[src/rtl/count_sampler.sv]
// Samples an upstream counter into a small FIFO while a step checker watches
// that the counter increments by one each cycle and then parks at Limit.
module count_sampler #(
    parameter int Width = 32,
    parameter int Limit = 64,
    parameter int Depth = 4
) (
    input  logic                     Clk_i,
    input  logic                     Reset_i,
    input  logic [Width-1:0]         Data_i,
    input  logic                     Sample_i,
    output logic [Width-1:0]         Data_o,
    output logic                     Valid_o,
    input  logic                     Ready_i,
    output logic [$clog2(Depth):0]   Level_o,
    output logic                     Overflow_o,
    output logic                     StepErr_o,
    output logic                     Done_o
);

    localparam int PtrW = $clog2(Depth);
    localparam logic [Width-1:0] LimitVal = Width'(Limit);
    localparam logic [PtrW:0]    DepthVal = (PtrW + 1)'(Depth);

    typedef enum logic [1:0] {IDLE, TRACK, HOLD, ERR} state_t;

    logic [Width-1:0] r_mem [Depth];
    logic [PtrW-1:0]  r_wr_ptr;
    logic [PtrW-1:0]  r_rd_ptr;
    logic [PtrW:0]    r_level;
    logic             r_overflow;

    state_t           r_state;
    logic [Width-1:0] r_prev;
    logic             r_step_err;
    logic             r_done;

    logic w_empty;
    logic w_full;
    logic w_pop;
    logic w_push;
    logic w_drop;

    assign w_empty = (r_level == '0);
    assign w_full  = (r_level == DepthVal);
    assign w_pop   = !w_empty && Ready_i;
    // A pop on a full FIFO frees the slot the incoming sample needs.
    assign w_push  = Sample_i && (!w_full || w_pop);
    assign w_drop  = Sample_i && w_full && !w_pop;

    // Storage has no reset; the write is still blocked while reset is held.
    always_ff @(posedge Clk_i) begin
        if (w_push && !Reset_i) begin
            r_mem[r_wr_ptr] <= Data_i;
        end
    end

    always_ff @(posedge Clk_i or posedge Reset_i) begin
        if (Reset_i) begin
            r_wr_ptr   <= '0;
            r_rd_ptr   <= '0;
            r_level    <= '0;
            r_overflow <= 1'b0;
        end else begin
            if (w_push) begin
                r_wr_ptr <= r_wr_ptr + PtrW'(1);
            end
            if (w_pop) begin
                r_rd_ptr <= r_rd_ptr + PtrW'(1);
            end
            case ({w_push, w_pop})
                2'b10:   r_level <= r_level + (PtrW + 1)'(1);
                2'b01:   r_level <= r_level - (PtrW + 1)'(1);
                default: r_level <= r_level;
            endcase
            if (w_drop) begin
                r_overflow <= 1'b1;
            end
        end
    end

    always_ff @(posedge Clk_i or posedge Reset_i) begin
        if (Reset_i) begin
            r_state    <= IDLE;
            r_prev     <= '0;
            r_step_err <= 1'b0;
            r_done     <= 1'b0;
        end else begin
            r_prev <= Data_i;
            case (r_state)
                IDLE: begin
                    r_state <= TRACK;
                end
                TRACK: begin
                    if ((Data_i > LimitVal) || (Data_i != r_prev + Width'(1))) begin
                        r_state    <= ERR;
                        r_step_err <= 1'b1;
                    end else if (Data_i == LimitVal) begin
                        r_state <= HOLD;
                        r_done  <= 1'b1;
                    end
                end
                HOLD: begin
                    if (Data_i != LimitVal) begin
                        r_state    <= ERR;
                        r_step_err <= 1'b1;
                        r_done     <= 1'b0;
                    end
                end
                default: begin
                    r_state <= ERR;
                    r_done  <= 1'b0;
                end
            endcase
        end
    end

    assign Valid_o    = !w_empty;
    // Zero while empty so the output is also zero the moment reset lands.
    assign Data_o     = Valid_o ? r_mem[r_rd_ptr] : '0;
    assign Level_o    = r_level;
    assign Overflow_o = r_overflow;
    assign StepErr_o  = r_step_err;
    assign Done_o     = r_done;

endmodule

[config.mk]
export PLATFORM = sky130hd
export DESIGN_NAME = count_sampler
export DESIGN_NICKNAME = d
export VERILOG_FILES = /design/src/rtl/count_sampler.sv
export SDC_FILE = /design/constraint.sdc
export NUM_CORES = 1
export LEC_CHECK = 0
export BUFFER_PORTS_ARGS = -buffer_cell sky130_fd_sc_hd__buf_2
export CORE_MARGIN = 8
export CORE_UTILIZATION = 51
export CTS_BUF_LIST = sky130_fd_sc_hd__clkbuf_4 sky130_fd_sc_hd__clkbuf_8
export CTS_CLUSTER_DIAMETER = 40
export DETAILED_ROUTE_END_ITERATION = 8
export PLACE_DENSITY = 0.7
export SLEW_MARGIN = 20
export SYNTH_ARGS = -nofsm -noshare
export SYNTH_HDL_FRONTEND = slang
export SYNTH_SLANG_ARGS = --single-unit
[constraint.sdc]
create_clock -name Clk_i -period 3.4 [get_ports Clk_i]
set_input_delay 0.51 -clock Clk_i [delete_from_list [all_inputs] [get_ports Clk_i]]
set_output_delay 0.51 -clock Clk_i [all_outputs]
set_load 0.1 [all_outputs]
-- After elaboration in Yosys (flattened, before gate mapping)
Memories as Yosys holds them, arrays and structs flattened.
Index checks and enable logic that the tools add are counted.
Widths: inputs -> output; s select.
- mux-type cells: 15
- bitwise gates (word level): 1
- $add $sub $neg: 5
- shift operators: 0
- $lt $le $gt $ge: 1
- reduce and logical (&&, ||, !) cells: 18
- multiply operators: 0
- equality and inequality tests: 13
- div/mod/pow operators: 0
- operators with widths (cell ; count):
    $add 32x1->32 const B ; 1
    $eq 32x7->1 const B ; 1
    $gt 32x7->1 const B ; 1
    $mux 32 ; 1
    $ne 32x32->1 ; 1
    $ne 32x7->1 const B ; 1
    $ne 2x2->1 const B ; 4
    $mux 1 ; 7
    $mux 2 ; 3
    $pmux 2 s3 ; 1
    $pmux 3 s2 ; 1
    $logic_and 1x1->1 ; 5
    $add 2x1->2 const B ; 2
    $eq 2x1->1 const B ; 2
    $eq 2x2->1 const B ; 2
    $logic_not 1->1 ; 4
    $reduce_and 4->1 ; 1
    $reduce_bool 2->1 ; 2
    $add 3x1->3 const B ; 1
    $eq 3x3->1 const B ; 1
    $logic_not 3->1 ; 1
    $ne 3x3->1 const B ; 1
    $pmux 1 s3 ; 1
    $reduce_and 3->1 ; 1
    6 further kinds ; 7
- logic and storage cells: 62
- memories kept: 1
- input bits: 36
- flip-flop bits (word level): 44
- memory bits (read-only): 0
- RAM bits: 128
- output and inout port bits: 39
- latch bits: 0
- memories (name ; words ; width ; read ports ; clocked after memory_dff ; write ports ; RTL line ; RTL):
    r_mem ; 4 ; 32 ; 1 ; 0 ; 1 ; 27 ; logic [Width-1:0] r_mem [Depth];

-- Longest topological paths before layout
Gate-level depths: netlist of the first run.
- word-level depth: 8
- depth in mapped cells: 10

-- Worst setup path after synthesis of the first run
Ideal clock, no wire load.
- path kind: register to output
- start point: register r_level[0], in the netlist Level_o[0]
- end point: output Data_o[22]
- path slack: -0.510 ns
- arrival: 3.400 ns
- stages on the path, launching flop included: 6
- buffers on the path: 3
- cells stage by stage: dfrtp_1 clkbuf_1 or3_1 clkbuf_1 clkbuf_1 and2_1
- longest elaborated chain between the ends: 2
- ends and longest elaborated chain (what ; RTL line ; RTL):
    from (decl) ; 30 ; logic [PtrW:0] r_level;
    from (signal assigned) ; 72 ; 2'b10: r_level <= r_level + (PtrW + 1)'(1);
    from (signal assigned) ; 73 ; 2'b01: r_level <= r_level - (PtrW + 1)'(1);
    from (signal assigned) ; 74 ; default: r_level <= r_level;
    $logic_not 3->1 ; 44 ; assign w_empty = (r_level == '0);
    $mux 32 ; 120 ; assign Data_o = Valid_o ? r_mem[r_rd_ptr] : '0;
    to (decl) ; 12 ; output logic [Width-1:0] Data_o,
Every way passes these cells.

-- Worst setup path in the final report of the first run
- start point: register r_level[2], in the netlist Level_o[2]
- end point: output Data_o[0]
Same word-level chain as after synthesis.

==> impl_metrics.prom, run 1 <==
# TYPE chip_impl_metric gauge
chip_impl_info{name="outcome",value="finished clean"} 1
chip_impl_metric{name="drcViolationCount",unit=""} 0
chip_impl_metric{name="path_clk_slew",unit="ns"} 0.09
chip_impl_metric{name="drt_first_pass_iters",unit=""} 5
chip_impl_metric{name="rows",unit=""} 44
chip_impl_info{name="yosys-top-cells-area",value="sky130_fd_sc_hd__edfxtp_1, sky130_fd_sc_hd__dfrtp_1, sky130_fd_sc_hd__mux4_2, sky130_fd_sc_hd__and2_1, sky130_fd_sc_hd__xnor2_1"} 1
chip_impl_metric{name="global_route.usage.total",unit="%"} 17.2
chip_impl_metric{name="hpwl",unit="um"} 10500
chip_impl_metric{name="clock.fmax",unit="MHz"} 336
chip_impl_metric{name="intPower",unit="mW"} 4.02
chip_impl_metric{name="dieHeight",unit="um"} 138
chip_impl_metric{name="clock-skew-final",unit="ns"} 0.0102
chip_impl_metric{name="synthesis_to_layout_area_growth",unit="%"} 13.6
chip_impl_metric{name="die_area",unit="sq um"} 18900
chip_impl_metric{name="power.leakage",unit="nW"} 3.07
chip_impl_metric{name="diodes",unit=""} 0
chip_impl_metric{name="final_layout_size_suffix_gt1_share",unit="%"} 31.1
chip_impl_metric{name="post_cts_resize_count",unit=""} 0
chip_impl_metric{name="path_max_fanout",unit=""} 19
chip_impl_metric{name="final_net_count",unit=""} 614
chip_impl_info{name="synth_common_cells",value="sky130_fd_sc_hd__edfxtp_1, sky130_fd_sc_hd__dfrtp_1, sky130_fd_sc_hd__and2_1, sky130_fd_sc_hd__mux4_2, sky130_fd_sc_hd__xnor2_1"} 1
chip_impl_metric{name="power.combinational.fraction",unit="%"} 50.4
chip_impl_metric{name="hold_buffers",unit=""} 1
chip_impl_metric{name="htreeDepth",unit=""} 4
chip_impl_metric{name="synthDominantCellAreaShare",unit="%"} 51.0
chip_impl_metric{name="tritoncts.num_buffers",unit=""} 17
chip_impl_metric{name="report.final.hold_viol_count",unit=""} 0
chip_impl_metric{name="postRouteAntennaNets",unit=""} 0
chip_impl_metric{name="globalRoute.totalOverflow",unit=""} 0
chip_impl_metric{name="seq_area_frac_synth",unit="%"} 65.6
chip_impl_metric{name="wl_per_cell",unit="um"} 19.8
chip_impl_info{name="worst_setup_path_end_kind",value="primary output"} 1
chip_impl_metric{name="core-area",unit="sq um"} 14500
chip_impl_metric{name="cts.sink_count",unit=""} 172
chip_impl_metric{name="period_share",unit="%"} 87.7
chip_impl_metric{name="route.final.wire_length",unit="um"} 15200
chip_impl_metric{name="fin_ws",unit="ns"} 0.420
chip_impl_metric{name="slew-limit-headroom",unit="%"} 56.0
chip_impl_metric{name="initialDrtViolationCount",unit=""} 258
chip_impl_metric{name="pwr-share-clk",unit="%"} 16.7
chip_impl_metric{name="globalplace.congestion",unit=""} 0.836
chip_impl_metric{name="powerDensity",unit="nW/um^2"} 928
chip_impl_metric{name="syn_area",unit="sq um"} 7540
chip_impl_metric{name="power.switching",unit="mW"} 3.94
chip_impl_info{name="synth_top_area_cell",value="sky130_fd_sc_hd__edfxtp_1"} 1
chip_impl_metric{name="fin_setup_tns",unit="ns"} 0
chip_impl_metric{name="detailroute.via_count",unit=""} 4317
chip_impl_info{name="critPathKind",value="register to primary output"} 1
chip_impl_metric{name="grt_pass1_wl",unit="um"} 24300
chip_impl_metric{name="tightest_slew",unit="ns"} 0.654
chip_impl_metric{name="detail_route.vias_per_cell",unit=""} 5.61
chip_impl_info{name="cp-start-kind",value="register"} 1
chip_impl_metric{name="synth-edff-count",unit=""} 128
chip_impl_metric{name="worst-endpoint-required",unit="ns"} 2.89
chip_impl_metric{name="vdd_drop_max",unit="V"} 0.000750
chip_impl_metric{name="asyncSetResetFlopFracSynth",unit="%"} 25.6
chip_impl_metric{name="max_cap_viol_count",unit=""} 0
chip_impl_info{name="post-synth-top-count-cell",value="sky130_fd_sc_hd__edfxtp_1"} 1
chip_impl_metric{name="floorplan.initialDensity",unit="%"} 52.1
chip_impl_metric{name="post_cts.repair.setup_buffers",unit=""} 0
chip_impl_info{name="rsz0062_at_grt",value="no"} 1
chip_impl_info{name="tritoncts",value="yes"} 1
chip_impl_metric{name="cts_max_path_buffers",unit=""} 2
chip_impl_metric{name="syn_nets",unit=""} 525
chip_impl_metric{name="seqPwrFrac",unit="%"} 32.9
chip_impl_metric{name="worst_skew_pair.late_latency",unit="ns"} 0.47
chip_impl_metric{name="finalWorstPathRequiredPeriod",unit="ns"} 2.98
chip_impl_metric{name="antenna_found_initial",unit=""} 0
chip_impl_metric{name="design.portCount",unit=""} 75
chip_impl_metric{name="grt_start_max_net_pins",unit=""} 37
chip_impl_metric{name="synth_seq_cells",unit=""} 172
chip_impl_metric{name="report.final.slew_viol_count",unit=""} 0
chip_impl_metric{name="arrival",unit="ns"} 2.47
chip_impl_metric{name="dieWidth",unit="um"} 138
chip_impl_metric{name="synth_cell_type_count",unit=""} 60
chip_impl_info{name="ctsRootBufferMaster",value="sky130_fd_sc_hd__clkbuf_8"} 1
chip_impl_info{name="ys_dominant_reg_cell",value="sky130_fd_sc_hd__edfxtp_1"} 1
chip_impl_metric{name="ys_warn_count",unit=""} 0
chip_impl_metric{name="first_global_vias",unit=""} 4562
chip_impl_metric{name="dpl_worst_slack",unit="ns"} 0.532
chip_impl_metric{name="netlist_instances",unit=""} 483
chip_impl_metric{name="portBuffers",unit=""} 74
chip_impl_metric{name="average_cell_area_after_synthesis",unit="sq um"} 15.6
chip_impl_metric{name="setup_viol",unit=""} 0
chip_impl_info{name="timing.hold.worst.class",value="input port to register"} 1
chip_impl_metric{name="p_sw_share",unit="%"} 49.5
sequential cells by signal, indices dropped and copies added, names as in the netlist:
| signal | count |
|---|---|
| Done_o | 1 |
| Level_o | 3 |
| Overflow_o | 1 |
| StepErr_o | 1 |
| r_mem | 128 |
| r_prev | 32 |
| r_rd_ptr | 2 |
| r_state | 2 |
| r_wr_ptr | 2 |
cells by family after synthesis:
logic type	Yosys count	synth area share, %
flip-flops	172	65.6
AND/OR/NAND/NOR	153	12.4
XOR/XNOR	47	5.46
multiplexers	39	10.5
AO/OA/AOI/OAI	37	3.48
buffers and inverters	29	1.46
adder cells (fa/ha/maj)	6	1.09
critical path, cell delays in order, from the launching register on:
cell,delay [ns]
sky130_fd_sc_hd__dfrtp_1,0.54
sky130_fd_sc_hd__or3_1,0.53
sky130_fd_sc_hd__buf_4,0.32
sky130_fd_sc_hd__and2_1,0.18
sky130_fd_sc_hd__buf_2,0.43
per-stage QoR:
step	hold slack (ns)	power, mW	instance area, sq um	util (%)	cells
6_report	0.229	7.96	8570	59.2	769
5_1_grt	0.205	8.30	8570	59.2	769
4_1_cts	0.210	8.05	8570	59.2	769
3_3_place_gp	0.448	6.70	8190	56.6	736
2_1_floorplan	0.464	6.05	7550	-	483
3_5_place_dp	0.453	6.73	8190	56.6	736
power by group through the flow:
stage / sequential, mW / combinational (mW) / clock [mW]
after CTS: 2.62 / 4.07 / 1.36
final: 2.62 / 4.01 / 1.33
after global routing: 2.64 / 4.22 / 1.44
after global placement: 2.65 / 4.05 / 0
after floorplan: 2.79 / 3.26 / 0
after detailed placement: 2.67 / 4.06 / 0
path summary, 6_finish.rpt:
path	end	depth (start not counted)	slack, ns	start
max	Data_o[0]	4	0.42	Level_o[2]
min reg2reg	Overflow_o	1	0.47	Overflow_o
max reg2reg	StepErr_o	9	0.45	r_prev[0]
min	r_prev[16]	1	0.23	Data_i[16]
max in group asynchronous	r_state[0]	4	2.14	Reset_i
min in group asynchronous	r_wr_ptr[0]	3	0.52	Reset_i
routing by layer:
layer  share of wire [%]  global-route usage [%]  up-vias  routed length (um)
met2                  51                    29.1       93                7780
met5                   0                       0        -                   0
met3                 4.6                    4.70       10                 697
li1                    -                       -     2026                   -
met1                  43                    21.0     2188                6620
met4                0.93                    5.61        0                 141
placed cells by master, fill, tap and decap left out, drive strengths merged, types with 4 or more instances in the layout:
cell and instances:
edfxtp 128, buf 86, dfrtp 44, and2 38, mux4 32, xnor2 25
xor2 22, nand2 19, clkbuf 19, nor2 17, nand3 16, inv 14
nand4 12, nor4 11, nor3 9, o21ai 8, a21oi 8, and3 7
clkinvlp 7, mux2i 5, ha 5, or3 4, nor3b 4
layout make-up:
cell class	instances	area (sq um)
sequential	172	4950
multi-input combinational	282	2500
fill	1139	5910
tap	184	230
clock inverter	13	119
timing repair buffer	87	483
inverter	12	45.0
clock buffer	19	249
Note: power is estimated with default switching activity, not from simulation.
==> run 2: changes to the inputs <==
--- a/config.mk
+++ b/config.mk
@@ -8,8 +8,8 @@
 export BUFFER_PORTS_ARGS = -buffer_cell sky130_fd_sc_hd__buf_2
 export CORE_MARGIN = 8
 export CORE_UTILIZATION = 51
-export CTS_BUF_LIST = sky130_fd_sc_hd__clkbuf_4 sky130_fd_sc_hd__clkbuf_8
 export CTS_CLUSTER_DIAMETER = 40
+export CTS_CLUSTER_SIZE = 14
 export DETAILED_ROUTE_END_ITERATION = 8
 export PLACE_DENSITY = 0.7
 export SLEW_MARGIN = 20
==> run 2 against run 1 <==
Against the previous run: hold slack lost 0.21 ns; register-to-register slack gained 0.04 ns; sequential cell count stayed put; worst setup slack gained 0.033 ns; global-route usage increased by 0.17 points; critical path type unchanged; largest cell class unchanged.
==> impl_metrics.prom, run 2 (synthesized netlist as in run 1, its figures left out) <==
# TYPE chip_impl_metric gauge
chip_impl_metric{name="layout_utilization",unit="%"} 60.4
chip_impl_metric{name="setup_viol",unit=""} 0
chip_impl_metric{name="cts_max_path_buffers",unit=""} 2
chip_impl_metric{name="detail_route.vias_per_cell",unit=""} 5.69
chip_impl_info{name="critical_path.startpoint",value="Level_o[2]"} 1
chip_impl_metric{name="arrival",unit="ns"} 2.44
chip_impl_metric{name="dpl_worst_slack",unit="ns"} 0.532
chip_impl_metric{name="final_net_count",unit=""} 613
chip_impl_metric{name="post_cts.repair.setup_buffers",unit=""} 0
chip_impl_info{name="critPathKind",value="register to primary output"} 1
chip_impl_info{name="rsz0062_at_grt",value="no"} 1
chip_impl_info{name="worstReg2RegEnd",value="StepErr_o"} 1
chip_impl_metric{name="tritoncts.num_buffers",unit=""} 17
chip_impl_info{name="critical_path.cell_chain",value="or3_1, buf_4, and2_1, buf_2"} 1
chip_impl_metric{name="fin_setup_tns",unit="ns"} 0
chip_impl_info{name="crit_path_end",value="Data_o[0]"} 1
chip_impl_metric{name="path_max_fanout",unit=""} 19
chip_impl_info{name="cp-start-kind",value="register"} 1
chip_impl_metric{name="reg2reg_slack",unit="ns"} 0.49
chip_impl_info{name="register_with_the_most_flip_flops",value="r_mem"} 1
chip_impl_info{name="worst_setup_path_end_kind",value="primary output"} 1
chip_impl_info{name="r2r_start",value="r_prev[0]"} 1
chip_impl_info{name="mostFrequentLayoutCell",value="sky130_fd_sc_hd__edfxtp_1"} 1
chip_impl_metric{name="report.final.slew_viol_count",unit=""} 0
chip_impl_info{name="outcome",value="finished clean"} 1
chip_impl_metric{name="report.final.hold_viol_count",unit=""} 0
chip_impl_info{name="layout_common_cells",value="sky130_fd_sc_hd__edfxtp_1, sky130_fd_sc_hd__buf_2, sky130_fd_sc_hd__dfrtp_1, sky130_fd_sc_hd__mux4_2, sky130_fd_sc_hd__and2_1"} 1
chip_impl_metric{name="first_global_vias",unit=""} 4589
chip_impl_metric{name="htreeDepth",unit=""} 4
chip_impl_metric{name="hpwl",unit="um"} 10500
chip_impl_info{name="timing.hold.worst.class",value="input port to async pin"} 1
chip_impl_metric{name="initialDrtViolationCount",unit=""} 285
chip_impl_metric{name="worstSetupPathDepth",unit=""} 4
chip_impl_metric{name="antenna_found_initial",unit=""} 0
chip_impl_metric{name="hold_buffers",unit=""} 0
chip_impl_metric{name="fin_ws",unit="ns"} 0.453
chip_impl_metric{name="postRouteAntennaNets",unit=""} 0
chip_impl_metric{name="dieWidth",unit="um"} 138
chip_impl_metric{name="period_share",unit="%"} 86.7
chip_impl_metric{name="finalWorstPathRequiredPeriod",unit="ns"} 2.95
chip_impl_metric{name="slew-limit-headroom",unit="%"} 57.1
chip_impl_metric{name="worst-endpoint-required",unit="ns"} 2.89
chip_impl_info{name="tritoncts",value="yes"} 1
chip_impl_metric{name="route.final.wire_length",unit="um"} 15300
chip_impl_metric{name="grt_pass1_wl",unit="um"} 24600
chip_impl_metric{name="wl_per_cell",unit="um"} 19.9
chip_impl_metric{name="final_layout_size_suffix_gt1_share",unit="%"} 30.8
chip_impl_metric{name="cp.buffers_inverters",unit=""} 2
chip_impl_metric{name="portBuffers",unit=""} 74
chip_impl_metric{name="tightest_slew",unit="ns"} 0.638
chip_impl_metric{name="drcViolationCount",unit=""} 0
chip_impl_metric{name="power.leakage",unit="nW"} 3.15
chip_impl_metric{name="max_cap_viol_count",unit=""} 0
chip_impl_metric{name="floorplan.initialDensity",unit="%"} 52.1
chip_impl_metric{name="clock-skew-final",unit="ns"} 0.00643
chip_impl_metric{name="path_clk_slew",unit="ns"} 0.06
chip_impl_info{name="crit_family",value="buffers and inverters"} 1
chip_impl_metric{name="globalRoute.totalOverflow",unit=""} 0
chip_impl_info{name="ctsRootBufferMaster",value="sky130_fd_sc_hd__clkbuf_16"} 1
chip_impl_metric{name="powerDensity",unit="nW/um^2"} 964
chip_impl_metric{name="global_route.usage.total",unit="%"} 17.4
chip_impl_metric{name="grt_start_max_net_pins",unit=""} 37
chip_impl_metric{name="synthesis_to_layout_area_growth",unit="%"} 15.9
chip_impl_metric{name="p_total",unit="mW"} 8.43
chip_impl_metric{name="vdd_drop_max",unit="V"} 0.000770
chip_impl_metric{name="worst_r2r_path_depth",unit=""} 9
chip_impl_metric{name="design.portCount",unit=""} 75
chip_impl_metric{name="core-area",unit="sq um"} 14500
chip_impl_metric{name="post_cts_resize_count",unit=""} 0
chip_impl_metric{name="detailroute.via_count",unit=""} 4372
chip_impl_metric{name="drt_first_pass_iters",unit=""} 5
chip_impl_metric{name="number_of_flip_flops_in_the_largest_register",unit=""} 128
chip_impl_metric{name="globalplace.congestion",unit=""} 0.836
chip_impl_metric{name="worst_skew_pair.late_latency",unit="ns"} 0.42
chip_impl_metric{name="cts.sink_count",unit=""} 172
chip_impl_metric{name="diodes",unit=""} 0
chip_impl_metric{name="rows",unit=""} 44
chip_impl_metric{name="slowest_delay",unit="ns"} 0.54
chip_impl_metric{name="clock.fmax",unit="MHz"} 339
chip_impl_info{name="slowest_stage",value="sky130_fd_sc_hd__dfrtp_1"} 1
chip_impl_metric{name="dieHeight",unit="um"} 138
chip_impl_metric{name="die_area",unit="sq um"} 18900
run 2: routing by layer:
metal	part of all wire, %	wire length, um	vias up	GRT usage, %
met5	0	0	-	0
met4	0.88	134	0	5.07
met3	5.2	796	12	5.03
met2	51	7840	99	29.4
met1	43	6520	2228	21.2
li1	-	-	2033	-
run 2: area by class of cell:
cell class	count	area [sq um]
Fill cell	1128	5730
Inverter	12	45.0
Clock buffer	19	433
Sequential cell	172	4950
Clock inverter	13	119
Multi-Input combinational cell	282	2500
Tap cell	184	230
Timing Repair Buffer	86	473
run 2: worst min-delay path by stage:
stage / start / depth (start not counted) / to / slack (ns)
after global placement: Overflow_o / 1 / Overflow_o / 0.45
after detailed placement: Overflow_o / 1 / Overflow_o / 0.45
after CTS: Reset_i / 2 / r_wr_ptr[0] / 0.01
final: Reset_i / 2 / r_wr_ptr[0] / 0.02
after global routing: Reset_i / 2 / r_wr_ptr[0] / 0.03
after floorplan: r_state[1] / 1 / r_state[1] / 0.46
run 2: worst reg2reg max path, cell delays in order, from the launching register on:
cell,delay [ns]
sky130_fd_sc_hd__dfrtp_1,0.42
sky130_fd_sc_hd__ha_1,0.22
sky130_fd_sc_hd__nand3_1,0.19
sky130_fd_sc_hd__nor4_1,0.64
sky130_fd_sc_hd__nand3_1,0.21
sky130_fd_sc_hd__xnor2_1,0.18
sky130_fd_sc_hd__nor4_2,0.27
sky130_fd_sc_hd__and4_4,0.28
sky130_fd_sc_hd__nand3_2,0.08
sky130_fd_sc_hd__a211o_1,0.30
run 2: per-stage QoR:
stage | hold WS (ns) | instances | area (sq um)
floorplan | 0.464 | 483 | 7550
detailed placement | 0.453 | 736 | 8190
global route | 0.0275 | 768 | 8740
finish | 0.0215 | 768 | 8740
CTS | 0.0102 | 768 | 8740
global placement | 0.448 | 736 | 8190
run 2: report_power, final:
group	total (mW)	internal, mW	switching (mW)
Sequential	2.62	2.50	0.121
Combinational	4.01	0.923	3.08
Clock	1.80	1.01	0.788
Total	8.43	4.44	3.99
==> run 3: changes to the inputs <==
--- a/config.mk
+++ b/config.mk
@@ -8,6 +8,7 @@
 export BUFFER_PORTS_ARGS = -buffer_cell sky130_fd_sc_hd__buf_2
 export CORE_MARGIN = 8
 export CORE_UTILIZATION = 51
+export CTS_BUF_LIST = sky130_fd_sc_hd__clkbuf_16
 export CTS_CLUSTER_DIAMETER = 40
 export CTS_CLUSTER_SIZE = 14
 export DETAILED_ROUTE_END_ITERATION = 8
==> run 3 against run 2 <==
Against the previous run: routed wire length is 0.18% higher; maximum frequency is 0.19% lower; combinational power hardly changed; clock skew hardly changed; die area stayed put; total power hardly changed; hold slack worse by 0.0012 ns; critical path depth stayed put; first-iteration DRC count is 0.35% lower; non-clock buffer count stayed put; sequential share of layout area stayed put.
==> impl_metrics.prom, run 3 (synthesized netlist as in run 1, its figures left out) <==
# TYPE chip_impl_metric gauge
chip_impl_info{name="outcome",value="finished clean"} 1
chip_impl_metric{name="first_global_vias",unit=""} 4589
chip_impl_metric{name="report.final.hold_viol_count",unit=""} 0
chip_impl_metric{name="rows",unit=""} 44
chip_impl_metric{name="grt_start_max_net_pins",unit=""} 37
chip_impl_metric{name="setup_viol",unit=""} 0
chip_impl_metric{name="grt_pass1_wl",unit="um"} 24600
chip_impl_metric{name="slew-limit-headroom",unit="%"} 57.1
chip_impl_metric{name="hpwl",unit="um"} 10500
chip_impl_metric{name="clock-skew-final",unit="ns"} 0.00626
chip_impl_metric{name="tightest_slew",unit="ns"} 0.638
chip_impl_metric{name="dieHeight",unit="um"} 138
chip_impl_metric{name="period_share",unit="%"} 86.8
chip_impl_metric{name="power.leakage",unit="nW"} 3.15
chip_impl_metric{name="path_max_fanout",unit=""} 19
chip_impl_metric{name="post_cts.repair.setup_buffers",unit=""} 0
chip_impl_info{name="rsz0062_at_grt",value="no"} 1
chip_impl_metric{name="wl_per_cell",unit="um"} 19.9
chip_impl_metric{name="drcViolationCount",unit=""} 0
chip_impl_metric{name="worst-endpoint-required",unit="ns"} 2.89
chip_impl_metric{name="fin_setup_tns",unit="ns"} 0
chip_impl_metric{name="dieWidth",unit="um"} 138
chip_impl_metric{name="number_of_flip_flops_in_the_largest_register",unit=""} 128
chip_impl_metric{name="final_net_count",unit=""} 613
chip_impl_metric{name="path_clk_slew",unit="ns"} 0.06
chip_impl_metric{name="htreeDepth",unit=""} 4
chip_impl_info{name="cp-start-kind",value="register"} 1
chip_impl_info{name="worst_setup_path_end_kind",value="primary output"} 1
chip_impl_metric{name="postRouteAntennaNets",unit=""} 0
chip_impl_info{name="critPathKind",value="register to primary output"} 1
chip_impl_metric{name="dpl_worst_slack",unit="ns"} 0.532
chip_impl_metric{name="design.portCount",unit=""} 75
chip_impl_metric{name="tritoncts.num_buffers",unit=""} 17
chip_impl_metric{name="arrival",unit="ns"} 2.44
chip_impl_metric{name="diodes",unit=""} 0
chip_impl_metric{name="vdd_drop_max",unit="V"} 0.000770
chip_impl_metric{name="post_cts_resize_count",unit=""} 0
chip_impl_metric{name="portBuffers",unit=""} 74
chip_impl_metric{name="final_layout_size_suffix_gt1_share",unit="%"} 30.8
chip_impl_metric{name="cts.sink_count",unit=""} 172
chip_impl_metric{name="cts_max_path_buffers",unit=""} 2
chip_impl_metric{name="floorplan.initialDensity",unit="%"} 52.1
chip_impl_metric{name="finalWorstPathRequiredPeriod",unit="ns"} 2.95
chip_impl_metric{name="global_route.usage.total",unit="%"} 17.4
chip_impl_metric{name="synthesis_to_layout_area_growth",unit="%"} 15.9
chip_impl_info{name="timing.hold.worst.class",value="input port to async pin"} 1
chip_impl_metric{name="route.final.wire_length",unit="um"} 15300
chip_impl_metric{name="antenna_found_initial",unit=""} 0
chip_impl_info{name="register_with_the_most_flip_flops",value="r_mem"} 1
chip_impl_metric{name="max_cap_viol_count",unit=""} 0
chip_impl_info{name="ctsRootBufferMaster",value="sky130_fd_sc_hd__clkbuf_16"} 1
chip_impl_metric{name="core-area",unit="sq um"} 14500
chip_impl_metric{name="report.final.slew_viol_count",unit=""} 0
chip_impl_metric{name="fin_ws",unit="ns"} 0.447
chip_impl_info{name="tritoncts",value="yes"} 1
chip_impl_info{name="mostFrequentLayoutCell",value="sky130_fd_sc_hd__edfxtp_1"} 1
chip_impl_info{name="layout_common_cells",value="sky130_fd_sc_hd__edfxtp_1, sky130_fd_sc_hd__buf_2, sky130_fd_sc_hd__dfrtp_1, sky130_fd_sc_hd__mux4_2, sky130_fd_sc_hd__and2_1"} 1
chip_impl_metric{name="globalplace.congestion",unit=""} 0.836
chip_impl_metric{name="powerDensity",unit="nW/um^2"} 963
chip_impl_metric{name="worst_skew_pair.late_latency",unit="ns"} 0.43
chip_impl_metric{name="globalRoute.totalOverflow",unit=""} 0
chip_impl_metric{name="die_area",unit="sq um"} 18900
chip_impl_metric{name="hold_buffers",unit=""} 0
chip_impl_metric{name="drt_first_pass_iters",unit=""} 4
chip_impl_metric{name="initialDrtViolationCount",unit=""} 284
chip_impl_metric{name="clock.fmax",unit="MHz"} 339
chip_impl_metric{name="detail_route.vias_per_cell",unit=""} 5.70
chip_impl_metric{name="detailroute.via_count",unit=""} 4376
run 3: critical path, stage by stage, from the launching register on:
cell	delay (ns)
sky130_fd_sc_hd__dfrtp_1	0.54
sky130_fd_sc_hd__or3_1	0.53
sky130_fd_sc_hd__buf_4	0.33
sky130_fd_sc_hd__and2_1	0.18
sky130_fd_sc_hd__buf_2	0.43
run 3: power by group:
group / total (mW) / switching (mW) / internal, mW
clock: 1.79 / 0.788 / 1.00
combinational: 4.01 / 3.08 / 0.923
sequential: 2.62 / 0.121 / 2.50
run 3: final timing paths:
| path | end | start | slack, ns | cells after the start |
|---|---|---|---|---|
| setup / recovery | Data_o[0] | Level_o[2] | 0.45 | 4 |
| hold / removal | Level_o[2] | Reset_i | 0.02 | 2 |
| setup reg to reg | StepErr_o | r_prev[0] | 0.50 | 9 |
| hold reg to reg | Overflow_o | Overflow_o | 0.46 | 1 |
| max in group asynchronous | r_state[0] | Reset_i | 2.64 | 3 |
| min in group Clk_i | r_prev[4] | Data_i[4] | 0.27 | 1 |
run 3: area by class of cell:
cell class | count | area, sq um
clock inverter | 15 | 126
fill | 1128 | 5730
multi-input combinational | 282 | 2500
timing repair buffer | 86 | 473
clock buffer | 17 | 425
sequential | 172 | 4950
tap | 184 | 230
inverter | 12 | 45.0
run 3: per-stage QoR:
step | power [mW] | cell area (sq um) | hold slack, ns | std cells | utilization [%]
4_1_cts | 8.52 | 8740 | 0.0102 | 768 | 60.4
5_1_grt | 8.78 | 8740 | 0.0275 | 768 | 60.4
3_3_place_gp | 6.70 | 8190 | 0.448 | 736 | 56.6
6_report | 8.42 | 8740 | 0.0203 | 768 | 60.4
2_1_floorplan | 6.05 | 7550 | 0.464 | 483 | -
3_5_place_dp | 6.73 | 8190 | 0.453 | 736 | 56.6
run 3: per-layer routing:
metal	part of all wire, %	up-vias	track usage [%]
met3	5.1	14	5.03
li1	-	2034	-
met2	51	95	29.4
met4	1.1	0	5.07
met5	0	-	0
met1	43	2233	21.2
